**src/rtl/alu_pkg.sv**
```systemverilog
// -----------------------------------------------------------------------------
// alu_pkg
// Definitions shared between the 32-bit execute-stage ALU and the blocks that
// borrow it (currently alu_muldiv_sequencer).
//   - ALU control codes (ALU_control input of the ALU)
//   - ALU status bit indices (ALU_status output of the ALU)
//   - Multiply/divide sequencer state encoding and sizing
// -----------------------------------------------------------------------------
package alu_pkg;

    // Datapath width of the shared ALU.
    localparam int ALU_WIDTH = 32;

    // ALU control codes.
    localparam logic [3:0] ALU_AND = 4'b0000;
    localparam logic [3:0] ALU_OR  = 4'b0001;
    localparam logic [3:0] ALU_ADD = 4'b0010;
    localparam logic [3:0] ALU_SUB = 4'b0110;
    localparam logic [3:0] ALU_SLT = 4'b0111;
    localparam logic [3:0] ALU_NOR = 4'b1100;

    // ALU status bit indices.
    localparam int STATUS_ZERO            = 7;
    localparam int STATUS_OVERFLOW        = 6;
    localparam int STATUS_CARRY           = 5;
    localparam int STATUS_NEGATIVE        = 4;
    localparam int STATUS_INVALID_ADDRESS = 3;
    localparam int STATUS_DIV_ZERO        = 2;

    // Sequencer operation select.
    localparam logic OP_MULTU = 1'b0;
    localparam logic OP_DIVU  = 1'b1;

    // One iteration per bit of the 32-bit operand.
    localparam int          SEQ_ITERATIONS = ALU_WIDTH;
    localparam int          SEQ_COUNT_W    = $clog2(SEQ_ITERATIONS);
    localparam logic [SEQ_COUNT_W-1:0] SEQ_LAST_COUNT = SEQ_COUNT_W'(SEQ_ITERATIONS - 1);

    // Multiply/divide sequencer states.
    typedef enum logic [1:0] {
        SEQ_IDLE = 2'b00,
        SEQ_MUL  = 2'b01,
        SEQ_DIV  = 2'b10,
        SEQ_DONE = 2'b11
    } seq_state_t;

    // Result loaded for an unsigned divide by zero: remainder = dividend,
    // quotient = all ones.
    function automatic logic [2*ALU_WIDTH-1:0] div_by_zero_result(
        input logic [ALU_WIDTH-1:0] dividend
    );
        return {dividend, {ALU_WIDTH{1'b1}}};
    endfunction

endpackage : alu_pkg

```
**src/rtl/alu_muldiv_sequencer.sv**
```systemverilog
// -----------------------------------------------------------------------------
// alu_muldiv_sequencer
// Multi-cycle unsigned multiply (MULTU) / divide (DIVU) controller. It does not
// own an adder: every add/subtract step is issued to the shared combinational
// ALU in the execute stage, and the ALU result/carry are folded back into the
// hi/lo accumulator at the same clock edge.
//
// Ports
//   clk            in   system clock, rising edge
//   reset          in   asynchronous, active-high
//   start          in   request, sampled only in IDLE
//   op             in   0 = MULTU, 1 = DIVU
//   operand_a      in   [31:0] multiplicand / dividend
//   operand_b      in   [31:0] multiplier / divisor
//   busy           out  high whenever not IDLE
//   done           out  one-cycle pulse, hi/lo valid
//   hi             out  [31:0] product[63:32] / remainder
//   lo             out  [31:0] product[31:0]  / quotient
//   div_zero       out  last DIVU had divisor 0, held until next start
//   alu_control    out  [3:0]  to ALU_control
//   alu_operand_1  out  [31:0] to ALU_operand_1
//   alu_operand_2  out  [31:0] to ALU_operand_2
//   alu_result     in   [31:0] from ALU_result
//   alu_status     in   [7:0]  from ALU_status (only the carry bit is used)
//
// Latency: start accepted at edge ending cycle N -> done in N+33 (N+1 for a
// divide by zero), IDLE again the cycle after done.
// -----------------------------------------------------------------------------
module alu_muldiv_sequencer
    import alu_pkg::*;
(
    input  logic        clk,
    input  logic        reset,
    input  logic        start,
    input  logic        op,
    input  logic [31:0] operand_a,
    input  logic [31:0] operand_b,
    output logic        busy,
    output logic        done,
    output logic [31:0] hi,
    output logic [31:0] lo,
    output logic        div_zero,
    output logic [3:0]  alu_control,
    output logic [31:0] alu_operand_1,
    output logic [31:0] alu_operand_2,
    input  logic [31:0] alu_result,
    input  logic [7:0]  alu_status
);

    seq_state_t             state_reg,    state_next;
    logic [SEQ_COUNT_W-1:0] count_reg,    count_next;
    logic [31:0]            hi_reg,       hi_next;
    logic [31:0]            lo_reg,       lo_next;
    logic [31:0]            mcand_reg,    mcand_next;
    logic [31:0]            divisor_reg,  divisor_next;
    logic                   div_zero_reg, div_zero_next;

    logic        alu_carry;
    logic [31:0] div_shifted;   // partial remainder shifted left by one
    logic        div_msb;       // bit shifted out of hi (33rd remainder bit)
    logic        div_q;         // quotient bit of this step

    // Only the carry/borrow flag matters here; the other flags describe the
    // ALU result in ways this sequencer never needs.
    logic unused_status;
    assign unused_status = ^{alu_status[7:6], alu_status[4:0]};

    assign alu_carry   = alu_status[STATUS_CARRY];
    assign div_shifted = {hi_reg[30:0], lo_reg[31]};
    assign div_msb     = hi_reg[31];
    // When the shifted-out bit is set, the 33-bit partial remainder is at
    // least 2^32 and therefore larger than any divisor, so the subtraction
    // must be taken regardless of the ALU borrow. The 32-bit ALU difference is
    // still exact because the true difference is below 2^32.
    assign div_q       = div_msb | ~alu_carry;

    // -------------------------------------------------------------------------
    // State register
    // -------------------------------------------------------------------------
    always_ff @(posedge clk or posedge reset) begin
        if (reset) begin
            state_reg    <= SEQ_IDLE;
            count_reg    <= '0;
            hi_reg       <= '0;
            lo_reg       <= '0;
            mcand_reg    <= '0;
            divisor_reg  <= '0;
            div_zero_reg <= 1'b0;
        end else begin
            state_reg    <= state_next;
            count_reg    <= count_next;
            hi_reg       <= hi_next;
            lo_reg       <= lo_next;
            mcand_reg    <= mcand_next;
            divisor_reg  <= divisor_next;
            div_zero_reg <= div_zero_next;
        end
    end

    // -------------------------------------------------------------------------
    // Next-state, datapath and ALU drive
    // -------------------------------------------------------------------------
    always_comb begin
        state_next    = state_reg;
        count_next    = count_reg;
        hi_next       = hi_reg;
        lo_next       = lo_reg;
        mcand_next    = mcand_reg;
        divisor_next  = divisor_reg;
        div_zero_next = div_zero_reg;
        // Idle ALU request: harmless add of zeros.
        alu_control   = ALU_ADD;
        alu_operand_1 = '0;
        alu_operand_2 = '0;

        case (state_reg)
            SEQ_IDLE: begin
                if (start) begin
                    mcand_next    = operand_a;
                    divisor_next  = operand_b;
                    count_next    = '0;
                    div_zero_next = 1'b0;
                    if (op == OP_MULTU) begin
                        hi_next    = '0;
                        lo_next    = operand_b;
                        state_next = SEQ_MUL;
                    end else if (operand_b != 32'd0) begin
                        hi_next    = '0;
                        lo_next    = operand_a;
                        state_next = SEQ_DIV;
                    end else begin
                        {hi_next, lo_next} = div_by_zero_result(operand_a);
                        div_zero_next      = 1'b1;
                        state_next         = SEQ_DONE;
                    end
                end
            end

            SEQ_MUL: begin
                // Shift-add: conditionally add the multiplicand into hi, then
                // shift {carry, sum, lo} right one bit. The multiplier bits
                // drain out of lo as product bits enter from the top.
                alu_control   = ALU_ADD;
                alu_operand_1 = hi_reg;
                alu_operand_2 = lo_reg[0] ? mcand_reg : 32'd0;
                hi_next       = {alu_carry, alu_result[31:1]};
                lo_next       = {alu_result[0], lo_reg[31:1]};
                count_next    = count_reg + 1'b1;
                if (count_reg == SEQ_LAST_COUNT) begin
                    state_next = SEQ_DONE;
                end
            end

            SEQ_DIV: begin
                // Restoring division: trial-subtract the divisor from the
                // shifted partial remainder; keep the difference only when the
                // quotient bit is 1. Quotient bits enter lo from the bottom as
                // dividend bits leave from the top.
                alu_control   = ALU_SUB;
                alu_operand_1 = div_shifted;
                alu_operand_2 = divisor_reg;
                hi_next       = div_q ? alu_result : div_shifted;
                lo_next       = {lo_reg[30:0], div_q};
                count_next    = count_reg + 1'b1;
                if (count_reg == SEQ_LAST_COUNT) begin
                    state_next = SEQ_DONE;
                end
            end

            SEQ_DONE: begin
                state_next = SEQ_IDLE;
            end

            default: begin
                state_next = SEQ_IDLE;
            end
        endcase
    end

    assign busy     = (state_reg != SEQ_IDLE);
    assign done     = (state_reg == SEQ_DONE);
    assign hi       = hi_reg;
    assign lo       = lo_reg;
    assign div_zero = div_zero_reg;

endmodule : alu_muldiv_sequencer

```
**config.mk**
```make
export PLATFORM = sky130hd
export DESIGN_NAME = alu_muldiv_sequencer
export DESIGN_NICKNAME = d
export VERILOG_FILES = /design/src/rtl/alu_pkg.sv /design/src/rtl/alu_muldiv_sequencer.sv
export SDC_FILE = /design/constraint.sdc
export NUM_CORES = 1
export LEC_CHECK = 0
export ABC_AREA = 1
export BUFFER_PORTS_ARGS = -buffer_cell sky130_fd_sc_hd__buf_2
export CORE_AREA = 2 2 123 185
export DETAILED_ROUTE_END_ITERATION = 8
export DIE_AREA = 0 0 125 187
export HOLD_SLACK_MARGIN = 0.03
export SYNTH_ARGS = -nofsm -noshare
export SYNTH_HDL_FRONTEND = slang
export SYNTH_SLANG_ARGS = --single-unit
```
**constraint.sdc**
```tcl
create_clock -name clk -period 9.2 [get_ports clk]
set_input_delay 0.46 -clock clk [delete_from_list [all_inputs] [get_ports clk]]
set_output_delay 0.46 -clock clk [all_outputs]
set_load 0.05 [all_outputs]
```
After elaboration in Yosys (flattened, before gate mapping):

Index checks and enable logic that the tools add are counted.

* input bits: 108
* word-level logic and storage cells: 48
* output and inout bits: 135
* flip-flop bits (word level): 136

* bitwise logic cells: 2
* $add $sub $neg: 1
* mux-type cells: 22
* reduce and logical (&&, ||, !) cells: 10
* equal/unequal tests: 6

Operators with widths (count)
* $mux 32: 8
* $pmux 32 s3: 2
* $pmux 32 s2: 2
* $reduce_bool 32->1: 1
* $pmux 5 s2: 1
* $reduce_and 2->1: 4
* $mux 2: 3
* $pmux 2 s3: 1
* $add 5x1->5 const B: 1
* $eq 5x5->1 const B: 1
* $mux 5: 1
* $eq 2x2->1 const B: 2
* $reduce_bool 2->1: 2
* $mux 1: 3
* $mux 3: 1
* $reduce_bool 3->1: 1
* $eq 2x1->1 const B: 1
* $logic_not 2->1: 1
* $ne 2x1->1 const B: 1
* $ne 2x2->1 const B: 1
* $reduce_or 2->1: 1
* $not 1->1: 1
* $or 1x1->1: 1

Longest topological paths before layout:

* word-level depth: 5
* mapped depth: 12
* depth with buffers taken out: 9

Least setup slack after synthesis:

No wires, ideal clock.

* kind: reg2out
* start point: reg state_reg[0]
* end point: out alu_operand_2[22]
* stages on the path, launching flop included: 7
* data arrival time: 2485 ps
* path buffers: 2
* path slack: 6255 ps
* required time: 8740 ps
* cell sequence: dfrtp_1 inv_1 ha_1 clkbuf_1 clkbuf_1 nand2_1 a21oi_1

* word-level cells in the longest chain between the ends: 2
* elaborated cells on any way between the ends: 3
* those cells by class: eq/ne (2); mux (1)

RTL lines
* start, declared: line alu_muldiv_sequencer.sv:50 `seq_state_t state_reg, state_next;`
* start signal, assigned: line alu_muldiv_sequencer.sv:90 `state_reg <= state_next;`
* $eq 2x2->1 / $eq 2x1->1 (equally long branches): line alu_muldiv_sequencer.sv:116 `case (state_reg)`
* $pmux 32 s2 (*): line alu_muldiv_sequencer.sv:116
* end, declared: line alu_muldiv_sequencer.sv:45 `output logic [31:0] alu_operand_2,`

Every way passes the cells marked *; elsewhere a longest branch is shown, timed or not.

Worst setup path in the final report:

* start point: reg state_reg[0]
* end point: reg lo_reg[19], in the netlist lo[19]

* word-level cells in the longest chain between the ends: 3
* elaborated cells on any way between the ends: 7
* those cells by class: eq/ne (3); mux (1); reduce/logical (3)

RTL lines
* $eq 2x2->1 (tied with other cells): line alu_muldiv_sequencer.sv:116
* $reduce_bool 3->1 (no line) / $ne 2x2->1 (equally long branches)
* $reduce_and 2->1 (no line)
* end signal, assigned: line alu_muldiv_sequencer.sv:93 `lo_reg <= lo_next;`
* end, declared: line alu_muldiv_sequencer.sv:53 `logic [31:0] lo_reg, lo_next;`

Parallel ways exist; a longest one is shown, timed or not.
A chain may end at the register's enable or synchronous reset.

==> reports/summary.log <==
qor: floorplanning.num_rows 67
qor: route.sum_of_routed_wire_length_over_all_layers 29.4 mm
qor: clock_tree.clock_insertion_delay_worst_skew 0.43 ns
qor: place.placement.io_buffers 232
qor: synth.post_synthesis_instance_area 0.00856 mm^2
qor: synth.synth_sequential_area_ratio 39.8%
qor: timing.slew_hr 18.4%
qor: synth.yosysUniqueCellTypes 23
qor: critical_path.path_class register to register
qor: grt.grt_pass1_vias 8,758
qor: clock_tree.postCtsSetupBuffers 0
qor: critical_path.crit-reg2reg-launch state_reg[0]
qor: critical_path.startpoint state_reg[0]
qor: run.max-cap-violations 0
qor: floorplanning.top_level_i_o_count 243
qor: run_status.result_of_the_run complete, no violations
qor: clock_tree.clock-sinks 136
qor: critical_path.critPathArrivalTime 4.16 ns
qor: clock_tree.htree_num_levels 4
qor: grt.grt_start_max_net_pins 132
qor: route.drt.antenna.violating_nets 0
qor: cells_and_area.finalNetCount 1,589
qor: synth.synth_area_per_cell 6.50 um^2
qor: cells_and_area.fin_area 0.0104 mm^2
qor: grt.grt.overflow.total 0
qor: clock_tree.cts_resized 0
qor: clock_tree.cts_max_path_buffers 2
qor: synth.ys_seq_elements 136
qor: timing.worst_slew_pin_slew 1.22 ns
qor: route.detail_route.wl_per_cell 16.7 um
qor: route.detail_route.vias_per_cell 5.16
qor: place.dp_hpwl 19.0 mm
qor: critical_path.r2r_slack 5.39 ns
qor: clock_tree.numCtsBuffers 17
qor: critical_path.worstReg2RegEnd lo[19]
qor: synth.syn-instance-count 1,317
qor: route.vias 9,107
qor: critical_path.critical_path.startpoint_type register
qor: synth.synth_largest_area_cell dfrtp_1
qor: critical_path.worstPathRequired 9.55 ns
qor: cells_and_area.post_route_cells_drive_above_1_share 21.4%
qor: grt.grt_antenna_before_repair 2
qor: timing.grt_setup_unrepaired no
qor: critical_path.worst-r2r-cell-count 10
qor: critical_path.crit_path_end_kind register
qor: route.post-route-drc-count 0
qor: clock_tree.cts_clk_pin_slew_worst_paths 0.06 ns
qor: grt.grt.total_usage 24.9%
qor: route.drt_iter0_markers 615
qor: place.placed_cells_incl_taps 1,732
qor: timing.setup_total_negative_slack 0 ns
qor: worst_hold_path.hold_path_class primary input to asynchronous set/reset pin
qor: route.detail_route.first_pass.iterations 5
qor: cells_and_area.areaGrowthSynthToFinish 21.5%
qor: synth.edff_count_synth 0
qor: synth.synthTopCellsByArea dfrtp_1 40%, nand2_1 17%, a21oi_1 11%
qor: timing.hold_viol 0
qor: place.gp_congestion 0.826
qor: timing.finalWorstPathRequiredPeriod 3.81 ns
qor: synth.synth_top_area_share 39.8%
qor: synth.synth-async-reset-ratio 100%
qor: floorplanning.initial_utilization 39.0%
qor: floorplanning.overall_die_width 125 um
qor: clock_tree.cts_tree done
qor: grt.wire_length_of_the_first_global_routing_pass 46.6 mm
qor: timing.timing_max_transition_violations_final 0
qor: synth.synth_warnings 0
qor: timing.achievable-frequency 262 MHz
qor: timing.setup_violating_endpoint_count_in_the_final_report 0
qor: clock_tree.cts-hold-fix-buffers 0
qor: clock_tree.clk_root_buffer_cell clkbuf_16
qor: critical_path.worst_setup_path_endpoint lo[19]
qor: synth.ys.flop_type dfrtp_1
qor: floorplanning.core_area 0.0220 mm^2
qor: place.placedInstanceArea 0.00973 mm^2
qor: critical_path.critical_path.max_fanout 71
qor: floorplanning.die-height 187 um
qor: timing.period_share 41.4%
qor: floorplanning.floorplan.die_area 0.0234 mm^2
qor: cells_and_area.instances_no_fill 1,766
qor: timing.timing.clock.skew 0.00796 ns
kinds of logic after synthesis:
group           after synthesis  share of synthesized area [%]
fa+ha+maj                     6                          0.877
other cells                   2                         0.0878
compound gates              363                           21.9
simple gates                568                           25.9
buf+inv                     242                           11.4
flops                       136                           39.8
cells in the mapped netlist (2+ instances only):
library cell and n:
buf_1 14, nor2_1 114, nand2_1 387, conb_1 2
buf_2 15, o21ai_1 50, dfrtp_1 136, nand3_1 65
inv_1 101, inv_2 37, a21oi_1 196, ha_1 6
clkbuf_1 65, buf_6 4, o22ai_1 30, o21ai_0 83
buf_4 6
final cells by class:
class,instances,area [um^2]
inverters,138,524
fillers,2349,11600
clock inverters,12,196
clock buffers,20,467
flip-flops and latches,136,3400
multi-input cells,940,4220
repair buffers,242,1240
well taps,276,345
diodes,2,5.00
critical path: stages, from the launching register on:
cell and delay [ns]:
dfrtp_1 0.41, inv_1 0.13, ha_4 0.46, inv_2 0.12
nor2_1 0.08, a21oi_4 0.85, clkinv_2 0.70, buf_4 0.56
nand2_1 0.18, inv_2 0.03, a21oi_1 0.14
metal layers:
layer  share of wire (%)  up-vias  track usage, %
li1                    -     4529               -
met1                  44     4234            33.1
met2                  48      295            40.5
met3                 5.0       49            3.92
met4                 3.1        0            10.3
met5                   0        -               0
worst min path at each step:
stage                      end  cells past startpoint
2_1_floorplan     mcand_reg[0]                      2
3_3_place_gp      mcand_reg[8]                      2
3_5_place_dp   divisor_reg[10]                      2
4_1_cts        divisor_reg[31]                      2
5_1_grt                 hi[23]                      2
6_report         mcand_reg[26]                      2
through the flow:
step	hold slack (ns)	worst slack, ns	utilization (%)
after global placement	0.465	5.39	44.3
final	0.213	5.39	47.3
after CTS	0.252	5.33	47.3
after detailed placement	0.473	5.35	44.3
after floorplan	0.453	5.10	-
after global routing	0.283	5.05	47.3
layout by cell type (no fill, tap or decap), drive strengths merged, types with 5 or more instances in the layout:
cell	instances
bufinv	5
nand2	387
o22ai	30
buf	242
clkbuf	20
inv	137
nor2	115
a21oi	197
ha	6
nand3	65
dfrtp	136
o21ai	133
clkinv	5
Power is not shown: default switching activity piles up to over one toggle a cycle in this logic, so the estimate is an artifact.
